$ cat config.mk
export PLATFORM = sky130hd
export DESIGN_NAME = icache_flat
export DESIGN_NICKNAME = d
export VERILOG_FILES = /design/src/rtl/cpu_types_pkg.sv /design/src/rtl/icache_if.sv /design/src/rtl/icache.sv /design/src/flat_wrapper.sv
export SDC_FILE = /design/constraint.sdc
export NUM_CORES = 1
export LEC_CHECK = 0
export CORE_UTILIZATION = 57
export DETAILED_ROUTE_END_ITERATION = 8
export DONT_BUFFER_PORTS = 1
export PLACE_DENSITY = 0.78
export SLEW_MARGIN = 30
export SYNTH_ARGS = -nofsm -noshare
export SYNTH_HDL_FRONTEND = slang
export SYNTH_SLANG_ARGS = --single-unit
$ cat constraint.sdc
create_clock -name CLK -period 5.4 [get_ports CLK]
set_clock_uncertainty 0.2 [all_clocks]
set_input_delay 0.27 -clock CLK [delete_from_list [all_inputs] [get_ports CLK]]
set_output_delay 0.27 -clock CLK [all_outputs]
set_load 0.05 [all_outputs]
$ cat src/rtl/cpu_types_pkg.sv
// Shared CPU types: the instruction word and the direct-mapped frame layout
// for the default 16-set instruction cache.
package cpu_types_pkg;

  typedef logic [31:0] word_t;

  localparam int ICACHE_SETS  = 16;
  localparam int ICACHE_IDX_W = $clog2(ICACHE_SETS);
  localparam int ICACHE_TAG_W = 30 - ICACHE_IDX_W;

  typedef struct packed {
    logic                    valid;
    logic [ICACHE_TAG_W-1:0] tag;
    word_t                   data;
  } frame_t;

endpackage

$ cat src/rtl/icache_if.sv
// Datapath-side and memory-side signals of the instruction cache, bundled so
// the cache and its environment can be connected as one port.
interface icache_if;

  logic                 imemREN;
  cpu_types_pkg::word_t imemaddr;
  logic                 halt;
  logic                 ihit;
  cpu_types_pkg::word_t imemload;
  logic                 iREN;
  cpu_types_pkg::word_t iaddr;
  logic                 iwait;
  cpu_types_pkg::word_t iload;
  cpu_types_pkg::word_t hit_count;
  cpu_types_pkg::word_t miss_count;

  modport slave (
    input  imemREN, imemaddr, halt, iwait, iload,
    output ihit, imemload, iREN, iaddr, hit_count, miss_count
  );

  modport master (
    output imemREN, imemaddr, halt, iwait, iload,
    input  ihit, imemload, iREN, iaddr, hit_count, miss_count
  );

endinterface

$ cat src/rtl/icache.sv
// Direct-mapped, one-word-per-frame instruction cache. Hits are answered in
// the same cycle; a miss fetches one word from memory and then replays as a hit.
module icache
  import cpu_types_pkg::*;
#(
  parameter int SETS = 16
) (
  input  logic      CLK,
  input  logic      nRST,
  icache_if.slave   bus
);

  localparam int IDX_BITS = $clog2(SETS);
  localparam int TAG_BITS = 30 - IDX_BITS;

  typedef enum logic {IDLE, FETCH} state_t;

  state_t              state, next_state;
  logic [SETS-1:0]     valid;
  logic [TAG_BITS-1:0] tags [SETS];
  word_t               data [SETS];
  logic [29:0]         miss_word;
  word_t               hit_cnt, miss_cnt;

  logic [IDX_BITS-1:0] idx;
  logic [TAG_BITS-1:0] tag;
  logic                lookup_hit, start_fill, fill_done;
  logic                unused_addr_bits;

  assign idx              = bus.imemaddr[IDX_BITS+1:2];
  assign tag              = bus.imemaddr[31:IDX_BITS+2];
  assign unused_addr_bits = ^bus.imemaddr[1:0];

  assign lookup_hit = valid[idx] && (tags[idx] == tag);
  assign start_fill = (state == IDLE) && bus.imemREN && !lookup_hit && !bus.halt;
  assign fill_done  = (state == FETCH) && !bus.iwait;

  always_ff @(posedge CLK or negedge nRST) begin
    if (!nRST) state <= IDLE;
    else       state <= next_state;
  end

  always_comb begin
    next_state = state;
    case (state)
      IDLE:    if (start_fill) next_state = FETCH;
      FETCH:   if (!bus.iwait) next_state = IDLE;
      default: next_state = IDLE;
    endcase
  end

  always_comb begin
    bus.ihit     = 1'b0;
    bus.imemload = '0;
    bus.iREN     = 1'b0;
    bus.iaddr    = '0;
    case (state)
      IDLE: begin
        bus.ihit     = bus.imemREN && lookup_hit;
        bus.imemload = bus.ihit ? data[idx] : '0;
      end
      FETCH: begin
        bus.iREN  = 1'b1;
        bus.iaddr = {miss_word, 2'b00};
      end
      default: ;
    endcase
  end

  // Valid bits and the miss address are reset; a reset mid-fetch therefore
  // simply drops the pending fill.
  always_ff @(posedge CLK or negedge nRST) begin
    if (!nRST) begin
      valid     <= '0;
      miss_word <= '0;
    end else begin
      if (start_fill) miss_word <= bus.imemaddr[31:2];
      if (fill_done)  valid[miss_word[IDX_BITS-1:0]] <= 1'b1;
    end
  end

  always_ff @(posedge CLK) begin
    if (fill_done) begin
      tags[miss_word[IDX_BITS-1:0]] <= miss_word[29:IDX_BITS];
      data[miss_word[IDX_BITS-1:0]] <= bus.iload;
    end
  end

  always_ff @(posedge CLK or negedge nRST) begin
    if (!nRST) begin
      hit_cnt  <= '0;
      miss_cnt <= '0;
    end else begin
      if (bus.ihit)  hit_cnt  <= hit_cnt + 32'd1;
      if (start_fill) miss_cnt <= miss_cnt + 32'd1;
    end
  end

  assign bus.hit_count  = hit_cnt;
  assign bus.miss_count = miss_cnt;

endmodule
$ cat src/flat_wrapper.sv
// flat-port wrapper written by rule: the top's interface ports become plain ports
module icache_flat import cpu_types_pkg::*;
#(
  parameter int SETS = 16
)
  (CLK, nRST, bus_imemREN, bus_imemaddr, bus_halt, bus_iwait, bus_iload, bus_ihit, bus_imemload, bus_iREN, bus_iaddr, bus_hit_count, bus_miss_count);
  icache_if bus_i ();
  input  logic CLK;
  input  logic nRST;
  input wire logic [$bits(bus_i.imemREN)-1:0] bus_imemREN;
  input wire logic [$bits(bus_i.imemaddr)-1:0] bus_imemaddr;
  input wire logic [$bits(bus_i.halt)-1:0] bus_halt;
  input wire logic [$bits(bus_i.iwait)-1:0] bus_iwait;
  input wire logic [$bits(bus_i.iload)-1:0] bus_iload;
  output wire logic [$bits(bus_i.ihit)-1:0] bus_ihit;
  output wire logic [$bits(bus_i.imemload)-1:0] bus_imemload;
  output wire logic [$bits(bus_i.iREN)-1:0] bus_iREN;
  output wire logic [$bits(bus_i.iaddr)-1:0] bus_iaddr;
  output wire logic [$bits(bus_i.hit_count)-1:0] bus_hit_count;
  output wire logic [$bits(bus_i.miss_count)-1:0] bus_miss_count;
  assign bus_i.imemREN = bus_imemREN;
  assign bus_i.imemaddr = bus_imemaddr;
  assign bus_i.halt = bus_halt;
  assign bus_i.iwait = bus_iwait;
  assign bus_i.iload = bus_iload;
  assign bus_ihit = bus_i.ihit;
  assign bus_imemload = bus_i.imemload;
  assign bus_iREN = bus_i.iREN;
  assign bus_iaddr = bus_i.iaddr;
  assign bus_hit_count = bus_i.hit_count;
  assign bus_miss_count = bus_i.miss_count;
  icache #(.SETS(SETS)) u_core (.CLK(CLK), .nRST(nRST), .bus(bus_i));
endmodule
After elaboration in Yosys (flattened, before gate mapping):

Memories as Yosys holds them, arrays and structs flattened.
Index checks and enable logic that the tools add are counted.
W data, S select, Z words.

* flip-flop bits (word level): 111
* RAM bits: 928
* input bits: 69
* output and inout port bits: 130
* word-level logic and storage cells: 39
* memories: 2

* add/subtract/negate cells: 2
* magnitude comparators: 3
* eq/ne operators: 1
* mux-type cells: 14
* bitwise logic cells: 2
* reduce and logical (&&, ||, !) cells: 10

Memories
* u_core.data: words 16, width 32, read ports 1, clocked after memory_dff 0, write ports 1, RTL line icache.sv:21 `word_t data [SETS];`
* u_core.tags: words 16, width 26, read ports 1, clocked after memory_dff 0, write ports 1, RTL line icache.sv:20 `logic [TAG_BITS-1:0] tags [SETS];`

Operator list (count)
* $mux W32: 3
* $add A32 B1 Y32 const B: 2
* $eq A26 B26 Y1: 1
* $or A16 B16 Y16: 1
* $lt A4 B5 Y1 const B: 2
* $mux W1: 8
* $logic_and A1 B1 Y1: 7
* $bmux W1 S4: 1
* $demux W1 S4: 1
* $ge A4 B1 Y1 const B: 1
* $logic_not A1 Y1: 3
* $pmux W1 S2: 1
* $not A1 Y1: 1

Logic depth before layout (Yosys ltp):

* depth in word-level cells: 8
* gate-level depth with buffers: 14
* depth with buffers taken out: 10

Worst setup path before layout:

Ideal clock, no wire load.

* path kind: register to register
* start point: register u_core.state
* end point: register u_core.valid[0]
* library setup time: 0.089 ns
* arrival time: 5.658 ns
* required time: 5.111 ns
* slack: -0.548 ns
* cell stages (with the launch flop): 5
* buffers on the path: 0
* period minus slack after synthesis: 5.948 ns
* path through: dfrtp_1 > nand2b_1 > or3_1 > nor3_1 > or2_2

* cells in the longest elaborated chain, start to end: 1

Ends and longest elaborated chain
* start: declaration: RTL line icache.sv:18 `state_t state, next_state;`
* start signal: assignment: RTL line icache.sv:40 `else state <= next_state;`
* $logic_and A1 B1 Y1: RTL line icache.sv:36 `assign fill_done = (state == FETCH) && !bus.iwait;`
* end signal: assignment: RTL line icache.sv:74 `valid <= '0;`
* end signal: indexed assignment: RTL line icache.sv:78 `if (fill_done) valid[miss_word[IDX_BITS-1:0]] <= 1'b1;`
* end: declaration: RTL line icache.sv:19 `logic [SETS-1:0] valid;`

No other way between the ends.
A chain may end at the register's enable or synchronous reset.

Final worst setup path:

* start point: memory u_core.tags[7][1] (netlist name)
* end point: output bus_imemload[18]

* cells in the longest elaborated chain, start to end: 6

Ends and longest elaborated chain
* start: declaration: RTL line icache.sv:20
* $mem_v2 Z16 W26
* $eq A26 B26 Y1: RTL line icache.sv:34 `assign lookup_hit = valid[idx] && (tags[idx] == tag);`
* $logic_and A1 B1 Y1: RTL line icache.sv:34
* $logic_and A1 B1 Y1: RTL line icache.sv:59 `bus.ihit = bus.imemREN && lookup_hit;`
* $mux W32: RTL line icache.sv:60 `bus.imemload = bus.ihit ? data[idx] : '0;`
* $mux W32: RTL line icache.sv:57 `case (state)`
* end: declaration: RTL line flat_wrapper.sv:16 `output wire logic [$bits(bus_i.imemload)-1:0] bus_imemload;`

No other way between the ends.

==> impl_metrics.env <==
export IMPL_synth_async_reset_ratio_pct=10.7
export IMPL_post_synth_mux_area_share_pct=16.6
export IMPL_reg2reg_to="u_core.bus.hit_count[26]$_DFFE_PN0P_"
export IMPL_layout_worst_path_cycle_share_pct=96.3
export IMPL_transition_time_at_the_pin_with_the_least_slew_margin_ps=931
export IMPL_worstSetupEndpointType="output pin"
export IMPL_critPathKind="flop to output pin"
export IMPL_dominant_combinational_cell_family_by_area_after_synthesis="multiplexers"
export IMPL_multiInputGateArea_mm2=0.0101
export IMPL_leakage_power_summed_over_all_cells_nw=15.7
export IMPL_switching_share_pct=22.4
export IMPL_report_final_hold_viol_count=0
export IMPL_synth_simple_gate_area_share_pct=4.65
export IMPL_synth_compound_area_share_pct=0.857
export IMPL_drt_vias_per_instance=6.51
export IMPL_cts_path_max_buffers=3
export IMPL_synth_adder_area_share_pct=0.0608
export IMPL_grt_antenna_before_repair=2
export IMPL_violations="design-rule violations"
export IMPL_setup_viol=0
export IMPL_globalRouteOverflowTotal=0
export IMPL_design_portCount=199
export IMPL_ir_worst_vdd_v=0.000358
export IMPL_cts_clk_slew_worst_paths_ps=60
export IMPL_final_fill_count=4479
export IMPL_cell_count_after_synthesis=1994
export IMPL_ys_seq_elements=1039
export IMPL_layout_drive_gt1_share_pct=24.5
export IMPL_run_status="finished, violations left"
export IMPL_track_usage_pct=27.1
export IMPL_grt_max_degree=245
export IMPL_synth_warning_count=0
export IMPL_critPathMaxFanout=40
export IMPL_clock_latency_ps=660
export IMPL_area_sequential_mm2=0.0306
export IMPL_synthFlopType="edfxtp_1"
export IMPL_antenna_left=0
export IMPL_p_int_mw=13.7
export IMPL_clock_fmax_mhz=192
export IMPL_cap_viol_max_count=0
export IMPL_area_growth_synth_to_finish_pct=13.4
export IMPL_switching_power_mw=3.95
export IMPL_htree_levels=3
export IMPL_gp_routability_congestion=0.825
export IMPL_postCtsSetupRepairBufs=0
export IMPL_finalWorstSetupSlack_ps=201
export IMPL_placement_setup_worst_slack_ps=886
export IMPL_hold_slack_ps=72.6
export IMPL_die_height_um=271
export IMPL_syn_mean_instance_area_um2=20.7
export IMPL_synth_xor_area_share_pct=1.97
export IMPL_comb_power_share_pct=5.9
export IMPL_die_area_mm2=0.0733
export IMPL_share_clk_of_total_power_pct=40.0
export IMPL_portBuffers=0
export IMPL_rr_startpoint="u_core.tags[7][1]$_DFFE_PP_"
export IMPL_worstSetupEndpoint="bus_imemload[18]"
export IMPL_netlist_cell_type_count=60
export IMPL_drt_wirelength_per_cell_um=30.9
export IMPL_worst_r2r_setup_slack_ps=800
export IMPL_relative_slew_slack_pct=37.7
export IMPL_nNetsFinal=2200
export IMPL_num_vias=20634
export IMPL_root_buffer="clkbuf_16"
export IMPL_ctsResizeCount=0
export IMPL_required_time_of_the_critical_path_ps=4930
export IMPL_critical_path_startpoint_type="flop"
export IMPL_clock_tree_from_tritoncts="built"
export IMPL_worstRegToRegCells=9
export IMPL_placementRows=98
export IMPL_share_seq_of_total_power_pct=54.1
export IMPL_hold_path_class="primary input to asynchronous set/reset pin"
export IMPL_number_of_enable_flip_flop_cells_after_synthesis=928
export IMPL_grt_pass1_wl_mm=143
export IMPL_die_width_um=271
export IMPL_period_needed_ps=5200
export IMPL_drc=1
export IMPL_finalMaxSlewViolations=0
export IMPL_detail_route_first_pass_iterations=7
export IMPL_postRouteWirelength_mm=98.0
export IMPL_floorplan_initialDensity_pct=57.6
export IMPL_first_global_vias=21573
export IMPL_rsz0062_at_grt="false"
export IMPL_cp_data_arrival_time_ps=4730
export IMPL_post_cts_hold_buffer_count=67
export IMPL_ys_seq_area_share_pct=74.4
export IMPL_syn_cell_area_mm2=0.0412
export IMPL_fin_setup_tns_ps=0
export IMPL_core_area_mm2=0.0715
export IMPL_dp_hpwl_mm=47.1
export IMPL_cts_sinks=1039
export IMPL_drt_iter0_drc=2389
export IMPL_power_density_mw_per_mm2=379
export IMPL_cts_buffers_inserted=101
export IMPL_crit_start="u_core.tags[7][1]$_DFFE_PP_"
==> cells in the mapped netlist, types with 25 or more instances <==
cell | number | area, µm²
nor2b_1 | 41 | 257
nor3_1 | 37 | 185
nor2_1 | 36 | 135
buf_2 | 25 | 125
and2_1 | 35 | 219
dfrtp_1 | 111 | 2780
edfxtp_1 | 928 | 27900
nand2_1 | 43 | 161
clkbuf_1 | 29 | 109
mux2i_1 | 73 | 731
xnor2_1 | 34 | 298
mux4_2 | 252 | 5680
xor2_1 | 57 | 499
mux2_2 | 31 | 349
==> critical path, stage by stage, from the launching register on <==
cell       delay (ps)
edfxtp_1          410
mux4_2            500
mux4_2            560
xnor2_1           210
o2111ai_1         380
nor4_4            420
nand4_4           610
buf_4             540
nor2b_1           180
buf_4             210
==> layout by cell type (no fill, tap or decap), types with 22 or more instances in the layout <==
cell / count
edfxtp_1: 928
mux4_2: 252
dfrtp_1: 110
clkbuf_16: 103
mux2i_1: 73
dlygate4sd3_1: 66
xor2_1: 57
buf_4: 47
nand2_1: 43
nor2b_1: 41
and2_1: 35
xnor2_1: 34
nor3_1: 33
mux2_2: 31
clkbuf_1: 27
nor2_1: 24
and3_1: 22
==> metrics by stage <==
step,utilization (%),power (mW),area (µm²),instances
after floorplan,-,10.4,41200,1995
after global placement,59.6,10.6,42600,2907
after detailed placement,59.7,10.6,42700,2908
after CTS,65.3,17.7,46700,3166
after global routing,65.3,18.1,46700,3168
final,65.3,17.7,46700,3168
==> routing by layer <==
| metal | vias up | track usage [%] | share of wire, % |
|---|---|---|---|
| li1 | 8392 | - | - |
| met1 | 10937 | 35.4 | 37 |
| met2 | 1064 | 45.4 | 51 |
| met3 | 239 | 4.70 | 7.4 |
| met4 | 2 | 11.2 | 4.0 |
| met5 | - | 0 | 0.013 |
==> kinds of logic after synthesis <==
kind of cell | Yosys count
AOI/OAI and AO/OA | 49
xor gates and xnor gates | 92
adders and majority gates | 2
buffers and inverters | 118
DFF | 1039
muxes | 365
other | 1
and+or+nand+nor | 328
==> registers in the layout, summed over array words and instances (netlist names) <==
signal                 flops
u_core.data              512
u_core.tags              416
u_core.bus.hit_count      32
u_core.bus.miss_count     32
u_core.miss_word          30
u_core.valid              16
u_core.state               1
==> power groups by stage <==
stage          Sequential [mW]  Clock, mW  Combinational [mW]
3_3_place_gp              9.67          0               0.891
4_1_cts                   9.56       7.13                1.04
3_5_place_dp              9.72          0               0.913
5_1_grt                   9.59       7.45                1.09
2_1_floorplan             9.59          0               0.801
6_report                  9.57       7.07                1.04
==> area by class of cell <==
| type | count | area share (%) |
|---|---|---|
| sequential | 1039 | 65.6 |
| antenna | 1 | 0.00536 |
| inverter | 20 | 0.166 |
| clock inverter | 56 | 1.26 |
| timing repair buffer | 129 | 2.84 |
| tap | 950 | 2.55 |
| multi-input combinational | 838 | 21.7 |
| clock buffer | 135 | 5.88 |
==> how the worst min path moves through the flow <==
stage / start / end
detailed placement: nRST / u_core.bus.hit_count[15]$_DFFE_PN0P_
global placement: nRST / u_core.bus.hit_count[16]$_DFFE_PN0P_
floorplan: nRST / u_core.bus.hit_count[0]$_DFFE_PN0P_
CTS: nRST / u_core.bus.miss_count[23]$_DFFE_PN0P_
global route: nRST / u_core.bus.miss_count[30]$_DFFE_PN0P_
finish: nRST / u_core.bus.miss_count[30]$_DFFE_PN0P_
No activity file was read; power rests on OpenSTA's default activity.
